### src/rtl/shifter_pkg.sv
// Shared types and helpers for the pipelined barrel shifter.
// Optional rotate-left support is enabled with SHIFTER_ROTATE_EN.
package shifter_pkg;

    typedef enum logic [1:0] {
        OP_SLL = 2'b00,
        OP_SRL = 2'b01,
        OP_SRA = 2'b10,
        OP_ROL = 2'b11
    } shift_op_t;

    localparam int DEF_WIDTH = 32;

    function automatic int shamt_width(input int width);
        return $clog2(width);
    endfunction

endpackage

### src/rtl/shift_stage.sv
// One registered level of the barrel shifter: shifts by DIST when its shamt bit is set.
// With SHIFTER_ROTATE_EN defined, OP_ROL rotates; otherwise it behaves as SLL.
module shift_stage
    import shifter_pkg::*;
#(
    parameter int WIDTH   = DEF_WIDTH,
    parameter int DIST    = 1,
    parameter int SHAMT_W = shamt_width(WIDTH)
) (
    input  logic               clock,
    input  logic               reset_n,
    input  logic               advance_i,
    input  logic               valid_i,
    input  logic [WIDTH-1:0]   data_i,
    input  shift_op_t          op_i,
    input  logic               sign_i,
    input  logic [SHAMT_W-1:0] shamt_i,
    output logic               valid_o,
    output logic [WIDTH-1:0]   data_o,
    output shift_op_t          op_o,
    output logic               sign_o,
    output logic [SHAMT_W-1:0] shamt_o
);

    localparam int BIT = $clog2(DIST);

    logic               valid_q;
    logic [WIDTH-1:0]   data_q, data_d, shifted;
    shift_op_t          op_q;
    logic               sign_q;
    logic [SHAMT_W-1:0] shamt_q;

    always_comb begin
        shifted = data_i;
        unique case (op_i)
`ifdef SHIFTER_ROTATE_EN
            OP_SLL: shifted = data_i << DIST;
            OP_ROL: shifted = {data_i[WIDTH-1-DIST:0], data_i[WIDTH-1:WIDTH-DIST]};
`else
            OP_SLL, OP_ROL: shifted = data_i << DIST;
`endif
            OP_SRL: shifted = data_i >> DIST;
            // sign is the original operand MSB, carried from the first stage
            OP_SRA: shifted = {{DIST{sign_i}}, data_i[WIDTH-1:DIST]};
        endcase
        data_d = shamt_i[BIT] ? shifted : data_i;
    end

    always_ff @(posedge clock or negedge reset_n) begin
        if (!reset_n) begin
            valid_q <= 1'b0;
            data_q  <= '0;
            op_q    <= OP_SLL;
            sign_q  <= 1'b0;
            shamt_q <= '0;
        end else if (advance_i) begin
            valid_q <= valid_i;
            data_q  <= data_d;
            op_q    <= op_i;
            sign_q  <= sign_i;
            shamt_q <= shamt_i;
        end
    end

    assign valid_o = valid_q;
    assign data_o  = data_q;
    assign op_o    = op_q;
    assign sign_o  = sign_q;
    assign shamt_o = shamt_q;

endmodule

### src/rtl/pipelined_shifter.sv
// Pipelined barrel shifter, one register stage per shift-amount bit, largest first.
// Define SHIFTER_ROTATE_EN to make op 11 a rotate-left instead of an SLL alias.
module pipelined_shifter
    import shifter_pkg::*;
#(
    parameter  int WIDTH   = DEF_WIDTH,
    localparam int SHAMT_W = shamt_width(WIDTH)
) (
    input  logic               clock,
    input  logic               reset_n,
    input  logic               in_valid,
    output logic               in_ready,
    input  logic [WIDTH-1:0]   in_data,
    input  logic [SHAMT_W-1:0] in_shamt,
    input  logic [1:0]         in_op,
    output logic               out_valid,
    input  logic               out_ready,
    output logic [WIDTH-1:0]   out_data
);

    logic               advance;
    logic               v  [SHAMT_W+1];
    logic [WIDTH-1:0]   d  [SHAMT_W+1];
    shift_op_t          o  [SHAMT_W+1];
    logic               s  [SHAMT_W+1];
    logic [SHAMT_W-1:0] sh [SHAMT_W+1];
    logic               unused_tail;

    // the whole pipe moves in lockstep; bubbles are never squeezed out
    assign advance  = !out_valid || out_ready;
    assign in_ready = advance;

    assign v[0]  = in_valid;
    assign d[0]  = in_data;
    assign o[0]  = shift_op_t'(in_op);
    assign s[0]  = in_data[WIDTH-1];
    assign sh[0] = in_shamt;

    for (genvar k = 0; k < SHAMT_W; k++) begin : g_stage
        shift_stage #(
            .WIDTH   (WIDTH),
            .DIST    (1 << (SHAMT_W - 1 - k)),
            .SHAMT_W (SHAMT_W)
        ) u_stage (
            .clock     (clock),
            .reset_n   (reset_n),
            .advance_i (advance),
            .valid_i   (v[k]),
            .data_i    (d[k]),
            .op_i      (o[k]),
            .sign_i    (s[k]),
            .shamt_i   (sh[k]),
            .valid_o   (v[k+1]),
            .data_o    (d[k+1]),
            .op_o      (o[k+1]),
            .sign_o    (s[k+1]),
            .shamt_o   (sh[k+1])
        );
    end

    assign out_valid   = v[SHAMT_W];
    assign out_data    = d[SHAMT_W];
    assign unused_tail = ^{s[SHAMT_W], o[SHAMT_W], sh[SHAMT_W]};

endmodule

### config.mk
export PLATFORM = sky130hd
export DESIGN_NAME = pipelined_shifter
export DESIGN_NICKNAME = d
export VERILOG_FILES = /design/src/rtl/shifter_pkg.sv /design/src/rtl/shift_stage.sv /design/src/rtl/pipelined_shifter.sv
export SDC_FILE = /design/constraint.sdc
export NUM_CORES = 1
export LEC_CHECK = 0
export CORE_MARGIN = 8
export CORE_UTILIZATION = 53
export DETAILED_ROUTE_END_ITERATION = 10
export GPL_ROUTABILITY_DRIVEN = 0
export PLACE_DENSITY = 0.78
export SYNTH_ARGS = -nofsm -noshare
export SYNTH_HDL_FRONTEND = slang
export SYNTH_SLANG_ARGS = --single-unit
export TNS_END_PERCENT = 30
### constraint.sdc
create_clock -name clock -period 2.3 [get_ports clock]
set_clock_uncertainty 0.15 [all_clocks]
set_input_delay 0.23 -clock clock [delete_from_list [all_inputs] [get_ports clock]]
set_output_delay 0.23 -clock clock [all_outputs]
set_load 0.02 [all_outputs]
==> After elaboration in Yosys (flattened, before gate mapping) <==
Index checks and enable logic that the tools add are counted.
{ "classes": {"n_reduce_logical": 12, "muxes": 10, "n_eq_ne": 15} }
{ "op_table": {"columns": ["op", "count"], "rows": [
  ["32-bit one-hot mux with 3 select lines", 5],
  ["32-bit 2-to-1 mux", 5],
  ["2-bit == test (second input constant)", 10],
  ["2-bit by 1-bit == test with 1-bit output (second input constant)", 5],
  ["2-bit logical NOT", 5],
  ["2-bit OR reduction", 5],
  ["1-bit logical NOT", 1],
  ["1-bit logical OR", 1]
]} }
{ "totals": {"out_inout_bits": 34, "ff_bits": 187, "word_cells": 59, "in_bits": 43} }

==> Depth between registers and ports, before layout <==
Gate-level depths: netlist of the first run.
{ "logic_depth": {"word_depth": 4, "depth_mapped": 7, "depth_no_buf": 5} }

==> Hierarchy <==
From an unflattened synthesis of the first run, not the netlist that was laid out.
{ "hier_totals": {"cells_unflattened": 1032, "area_unflattened_um2": 11187.0} }
{ "modules_own_cells": {"columns": ["module", "cells_per_inst", "n_inst", "area_per_inst_um2"], "rows": [
  ["shift_stage (g_stage[3].u_stage)", 208, 1, 2407.3],
  ["shift_stage (g_stage[4].u_stage)", 208, 1, 2406.1],
  ["shift_stage (g_stage[2].u_stage)", 207, 1, 2218.4],
  ["shift_stage (g_stage[1].u_stage)", 205, 1, 2173.3],
  ["shift_stage (g_stage[0].u_stage)", 203, 1, 1975.6],
  ["pipelined_shifter", 1, 1, 6.3]
]} }

==> Least setup slack after synthesis of the first run <==
Ideal clock, no wire load.
{ "synth_path": {"path_type": "reg2reg", "start": "register g_stage[2].u_stage.op_q[0]", "end": "register g_stage[3].u_stage.data_q[0]", "arrival_time_ns": 1.372, "path_stages_with_launch": 8, "synth_period_minus_slack_ns": 1.651, "path_buffers": 2, "path_slack_ns": 0.649, "cell_sequence": "dfrtp_1 -> inv_1 -> ha_1 -> buf_2 -> buf_4 -> o21ba_2 -> a311oi_1 -> a21oi_1"} }
{ "synth_between": {"elab_chain_cells": 4, "word_cells_on_any_way": 7, "cone_classes": "eq/ne: 3; mux: 2; reduce/logical: 2"} }
{ "synth_lines": {"columns": ["element", "line", "rtl"], "rows": [
  ["from (decl)", "shift_stage.sv:29", "shift_op_t op_q;"],
  ["from (signal assigned)", "shift_stage.sv:59", "op_q <= op_i;"],
  ["2-bit == test / 2-bit logical NOT (equally long branches)", "shift_stage.sv:35", "unique case (op_i)"],
  ["2-bit OR reduction", "shift_stage.sv:35", null],
  ["32-bit one-hot mux with 3 select lines *", "shift_stage.sv:35", null],
  ["32-bit 2-to-1 mux *", "shift_stage.sv:46", "data_d = shamt_i[BIT] ? shifted : data_i;"],
  ["to (signal assigned)", "shift_stage.sv:58", "data_q <= data_d;"],
  ["to (decl)", "shift_stage.sv:28", "logic [WIDTH-1:0] data_q, data_d, shifted;"]
]} }
Every way passes the cells marked *; elsewhere a longest branch is shown, timed or not.
A chain may end at the register's enable or synchronous reset.

==> Worst setup path in the final report of the first run <==
{ "layout_path": {"start": "register g_stage[4].u_stage.valid_q", "end": "output in_ready"} }
{ "layout_between": {"elab_chain_cells": 2} }
{ "layout_lines": {"columns": ["element", "line", "rtl"], "rows": [
  ["from (decl)", "shift_stage.sv:27", "logic valid_q;"],
  ["from (signal assigned)", "shift_stage.sv:57", "valid_q <= valid_i;"],
  ["1-bit logical NOT", "pipelined_shifter.sv:30", "assign advance = !out_valid || out_ready;"],
  ["1-bit logical OR", "pipelined_shifter.sv:30", null],
  ["to (decl)", "pipelined_shifter.sv:12", "output logic in_ready,"]
]} }
No other way between the ends.

==> impl_metrics.ini, run 1 <==
[routing]
ant_nets = 0
routedWlPerCell_um = 15.37
drtPass1Iterations = 5
drt-initial-drc-count = 707
vias_per_cell = 5.671
vias = 8291
finalWirelength_um = 22470
drc = 0

[worst_setup_path]
end_kind = output pin
setup.worst_path.class = reg -> out
critPathLaunch = g_stage[4].u_stage.valid_o$_DFFE_PN0P_
crit_chain = nor2b_4 -> inv_8 -> clkdlybuf4s50_1
cp.depth = 3
critical_path_required_ps = 1920
path_buf_inv = 2
max_stage_delay_ps = 620
cp-endpoint = in_ready
cp_max_fo = 16
r2r_slack_ps = 410
reg2reg_depth = 7
rr_endpoint = g_stage[1].u_stage.data_o[24]$_DFFE_PN0P_
slowest_stage = clkdlybuf4s50_1
crit_family = buffers and inverters
cp_data_arrival_time_ps = 1690
cp-start-kind = flip-flop
r2r-start = g_stage[0].u_stage.op_o[0]$_DFFE_PN0P_

[cts]
cts_buffer_depth = 2
cts-root-buf = clkbuf_16
cts_tree = built
path_clk_slew_ps = 70
insertion_delay_ps = 430
cts_num_sinks = 187
htree_num_levels = 4
cts_made_buffers = 17

[synth]
ys_warn_count = 0
syn_area_um2 = 10430
synth-seq-cells = 187
avgSynthCellArea_um2 = 8.608
seq_area_frac_synth_pct = 44.85
syn_nets = 1265
synth_cells = 1212
synth-edff-count = 0
synthArstFlopShare_pct = 100.0
synth_flop_cell = dfrtp_1
synthDistinctLibCells = 33

[layout]
nFillCells = 1723
final_cell_mix = 224 x nand2_1, 187 x dfrtp_1, 114 x o21ai_0, 110 x inv_1, 98 x o311a_1
regArea_um2 = 4679
design_area_um2 = 11480
final_nets = 1237
layout-area-overhead-vs-synth_pct = 10.03
final_core_util_pct = 59.17
diodes = 0
multi_input_area_um2 = 4453
drive_gt1_share_pct = 5.848
final_common_cell = nand2_1

[global_routing]
grt_max_degree = 133
antenna_found_initial = 0
grt_pass1_vias = 7400
track_usage_pct = 18.40
grt_overflow = 0
grt_pass1_wl_um = 37000

[flow_run]
maxCapViolCount = 0

[timing]
setup_viol = 0
hold_viol = 0
clock.fmax_mhz = 482.8
finalSetupTns_ps = 0
worst_pin_slew_ps = 650.8
fin_crit_ps = 2071
post-route-period-util_pct = 90.05
slew_violations = 0
relSlewSlack_pct = 56.61
rsz0062_at_grt = false
final.setup.worst_slack_ps = 228.7

[floorplan]
die_h_um = 156.3
rows = 51
num_io_pins = 77
fp.dieArea_um2 = 24430
core_um2 = 19400
initial_utilization_pct = 53.78
die_x_um = 156.3

[power_and_ir_drop]
p_sw_mw = 7.624
clockPowerShare_pct = 15.7
switching_share_pct = 43.78
powerDensity_nw_per_um2 = 1517
p_comb_share_pct = 49.8
p_seq_share_pct = 34.5
internal_power_mw = 9.791
p_leak_nw = 5.112
peakVddDrop_mv = 0.8371

[placement]
placed_area_um2 = 10920
place_hpwl_um = 16210
port_buffers = 76
pre_cts_slack_ps = 146.7

[run_status]
status = completed

[hold_path]
min_path_type = in -> reg
min_from = in_shamt[0]
==> per-stage QoR <==
| step | total power [mW] | instances | hold slack (ps) |
|---|---|---|---|
| 4_1_cts | 17.39 | 1462 | 157.2 |
| 6_report | 17.41 | 1462 | 170.3 |
| 3_3_place_gp | 14.45 | 1429 | 120.2 |
| 3_5_place_dp | 14.61 | 1429 | 119.9 |
| 2_1_floorplan | 12.95 | 1212 | -215.6 |
| 5_1_grt | 18.80 | 1462 | 181.1 |
==> kinds of logic (layout without fill, tap and decap cells) <==
kind of cell | Yosys count | after routing | synth area share [%]
flip-flops | 187 | 187 | 44.85
AO/OA/AOI/OAI | 430 | 430 | 27.87
buffers and inverters | 261 | 246 | 12.49
adder cells (fa/ha/maj) | 10 | 10 | 1.199
AND/OR/NAND/NOR | 324 | 324 | 13.59
==> area by class of cell <==
cell class                 instances  area share [%]
multi-input combinational        764           38.79
tap                              265           2.889
clock buffer                      19           3.859
inverter                         111           3.695
sequential                       187           40.77
timing repair buffer             103           9.080
clock inverter                    13          0.9156
==> what timing repair did <==
action / 4_1_cts / 5_1_grt
buffers inserted: 0 / 0
hold endpoints to repair: 63 / 0
hold buffers: 1 / 0
resized for setup: 0 / 0
==> cell usage after synthesis, types with 2 or more instances <==
cell type	count	area (µm²)
o22ai_2	3	37.54
o2111ai_1	16	140.1
nor2b_1	14	87.58
clkbuf_1	33	123.9
ha_1	10	125.1
buf_2	58	290.3
nand3b_1	3	22.52
nand2_1	224	840.8
a21oi_1	14	70.07
nand2b_1	17	106.4
dfrtp_1	187	4679
and3_1	30	187.7
o21ba_2	3	30.03
buf_4	46	345.3
buf_1	2	7.510
inv_1	110	412.9
o21ai_0	114	570.6
buf_6	9	101.4
o311a_1	98	980.9
a31oi_1	29	181.4
o22ai_1	95	594.3
clkbuf_2	2	10.01
nor2_1	31	116.4
o21ai_1	55	275.3
==> power by group through the flow <==
stage / Combinational [mW] / Clock [mW] / Sequential (mW)
CTS: 8.62 / 2.79 / 5.99
global route: 9.65 / 2.95 / 6.20
finish: 8.67 / 2.74 / 6.01
global placement: 8.44 / 0 / 6.01
floorplan: 7.29 / 0 / 5.66
detailed placement: 8.56 / 0 / 6.06
==> worst min-delay path, delay by kind of cell <==
family                 cells  cell delay (ps)
AND/OR/NAND/NOR            2               90
buffers and inverters      1              390
==> registers in the layout, indices dropped and copies added (netlist names) <==
signal and cells:
g_stage.u_stage.data_o 160, g_stage.u_stage.shamt_o 10, g_stage.u_stage.op_o 8, g_stage.u_stage.valid_o 5, g_stage.u_stage.sign_o 4
==> per-layer routing <==
metal / GRT usage (%) / wire (µm)
met3: 2.868 / 1214
met1: 26.23 / 11040
met2: 27.65 / 9673
met4: 7.140 / 542
met5: 0 / 0
==> worst min-delay path by stage <==
stage	to	slack (ps)	cells past startpoint
2_1_floorplan	g_stage[0].u_stage.data_o[0]$_DFFE_PN0P_	-220	0
3_3_place_gp	g_stage[0].u_stage.data_o[10]$_DFFE_PN0P_	120	1
3_5_place_dp	g_stage[0].u_stage.data_o[10]$_DFFE_PN0P_	120	1
4_1_cts	g_stage[0].u_stage.shamt_o[0]$_DFFE_PN0P_	160	3
5_1_grt	g_stage[0].u_stage.shamt_o[2]$_DFFE_PN0P_	180	3
6_report	g_stage[0].u_stage.shamt_o[0]$_DFFE_PN0P_	170	3
No activity file was read; power rests on OpenSTA's default activity.
==> run 2, diff against run 1 <==
--- a/config.mk
+++ b/config.mk
@@ -7,9 +7,11 @@
 export LEC_CHECK = 0
 export CORE_MARGIN = 8
 export CORE_UTILIZATION = 53
+export CTS_BUF_LIST = sky130_fd_sc_hd__clkbuf_16
 export DETAILED_ROUTE_END_ITERATION = 10
 export GPL_ROUTABILITY_DRIVEN = 0
 export PLACE_DENSITY = 0.78
+export SLEW_MARGIN = 30
 export SYNTH_ARGS = -nofsm -noshare
 export SYNTH_HDL_FRONTEND = slang
 export SYNTH_SLANG_ARGS = --single-unit
==> constraint.sdc (replaced) <==
create_clock -name clock -period 2.6 [get_ports clock]
set_clock_uncertainty 0.15 [all_clocks]
set_input_delay 0.26 -clock clock [delete_from_list [all_inputs] [get_ports clock]]
set_output_delay 0.26 -clock clock [all_outputs]
set_load 0.02 [all_outputs]
==> impl_metrics.ini, run 2 (synthesis results as in run 1) <==
[worst_setup_path]
end_kind = output pin
path_buf_inv = 2
crit_family = buffers and inverters
cp_max_fo = 18
cp_data_arrival_time_ps = 1710
setup.worst_path.class = reg -> out
critical_path_required_ps = 2190
max_stage_delay_ps = 620
slowest_stage = clkdlybuf4s50_1
crit_chain = nor2b_4 -> inv_8 -> clkdlybuf4s50_1
cp-start-kind = flip-flop

[power_and_ir_drop]
p_total_mw = 15.39
powerDensity_nw_per_um2 = 1344
peakVddDrop_mv = 0.6420
p_leak_nw = 5.088

[layout]
largest_reg_flops = 160
final_core_util_pct = 59.03
final_common_cell = nand2_1
diodes = 0
final_cell_mix = 224 x nand2_1, 187 x dfrtp_1, 114 x o21ai_0, 111 x inv_1, 98 x o311a_1
layout-area-overhead-vs-synth_pct = 9.763
final_nets = 1231
drive_gt1_share_pct = 5.290
stdcell_count = 1456
design_area_um2 = 11450

[global_routing]
grt_max_degree = 161
grt_pass1_vias = 7416
antenna_found_initial = 0
grt_pass1_wl_um = 37500
track_usage_pct = 18.63
grt_overflow = 0

[timing]
relSlewSlack_pct = 55.30
rsz0062_at_grt = false
fin_crit_ps = 2121
finalSetupTns_ps = 0
clock.fmax_mhz = 471.4
post-route-period-util_pct = 81.58
setup_viol = 0
hold_viol = 0
slew_violations = 0
worst_pin_slew_ps = 670.5

[routing]
drtPass1Iterations = 6
vias_per_cell = 5.665
ant_nets = 0
drc = 0
drt-initial-drc-count = 771
vias = 8248
routedWlPerCell_um = 15.51
finalWirelength_um = 22590

[flow_run]
maxCapViolCount = 0

[cts]
post-cts-setup-buffers = 0
cts_made_buffers = 17
cts_num_sinks = 187
insertion_delay_ps = 430
htree_num_levels = 4
path_clk_slew_ps = 70
cts_buffer_depth = 2
cts_tree = built
cts-root-buf = clkbuf_16

[placement]
port_buffers = 76
dpl.cell_count = 1423
place_hpwl_um = 16190
placed_area_um2 = 10880

[floorplan]
core_um2 = 19400
initial_utilization_pct = 53.78
num_io_pins = 77
rows = 51
die_h_um = 156.3
die_x_um = 156.3
fp.dieArea_um2 = 24430

[run_status]
status = completed

[hold_path]
min_path_type = in -> reg
-- run 2: repair_timing --
action | 4_1_cts | 5_1_grt
setup endpoints to repair | 0 | 0
gates resized for setup | 0 | 0
hold buffers | 1 | 0
hold endpoints to repair | 67 | 0
-- run 2: layer usage --
metal / vias to the layer above / routed length, µm / global-route usage (%) / part of all wire (%)
li1: 4211 / - / - / -
met1: 3759 / 10890 / 25.98 / 48
met4: 0 / 483 / 7.002 / 2.1
met5: - / 0 / 0 / 0
met3: 28 / 1200 / 3.144 / 5.3
met2: 250 / 10010 / 28.60 / 44
-- run 2: power by group --
group	leakage, nW	switching [mW]	total (mW)	internal (mW)
clock	0.273	1.16	2.49	1.34
combinational	2.55	4.54	7.57	3.03
sequential	2.27	1.03	5.33	4.29
-- run 2: cell type report --
| class | instances | area [µm²] |
|---|---|---|
| multi-input combinational | 764 | 4453 |
| clock inverter | 15 | 140.1 |
| sequential | 187 | 4679 |
| timing repair buffer | 97 | 997.2 |
| clock buffer | 17 | 425.4 |
| tap | 265 | 331.6 |
| fill | 1738 | 7948 |
| inverter | 111 | 424.2 |
-- run 2: tightest hold or removal path, stage by stage --
cell and delay, ps:
clkdlybuf4s50_1 400, nand2_1 50, nand2_1 50
-- run 2: metrics by stage --
stage | worst slack, ps | hold slack (ps)
3_5_place_dp | 403.6 | 169.4
6_report | 478.9 | 206.5
4_1_cts | 459.7 | 195.4
3_3_place_gp | 475.0 | 168.0
5_1_grt | 398.2 | 207.9
2_1_floorplan | 948.7 | -185.6
-- run 2: final timing paths --
check / to / start / depth (start not counted) / slack [ps]
worst max register to register: g_stage[1].u_stage.data_o[15]$_DFFE_PN0P_ / g_stage[0].u_stage.op_o[0]$_DFFE_PN0P_ / 5 / 720
worst min-delay path: g_stage[0].u_stage.shamt_o[0]$_DFFE_PN0P_ / in_shamt[0] / 3 / 210
max in group asynchronous: g_stage[2].u_stage.data_o[3]$_DFFE_PN0P_ / reset_n / 3 / 1370
worst min register to register: g_stage[0].u_stage.shamt_o[1]$_DFFE_PN0P_ / g_stage[0].u_stage.shamt_o[1]$_DFFE_PN0P_ / 2 / 320
min in group asynchronous: g_stage[0].u_stage.data_o[10]$_DFFE_PN0P_ / reset_n / 2 / 260
worst max-delay path: in_ready / g_stage[4].u_stage.valid_o$_DFFE_PN0P_ / 3 / 480
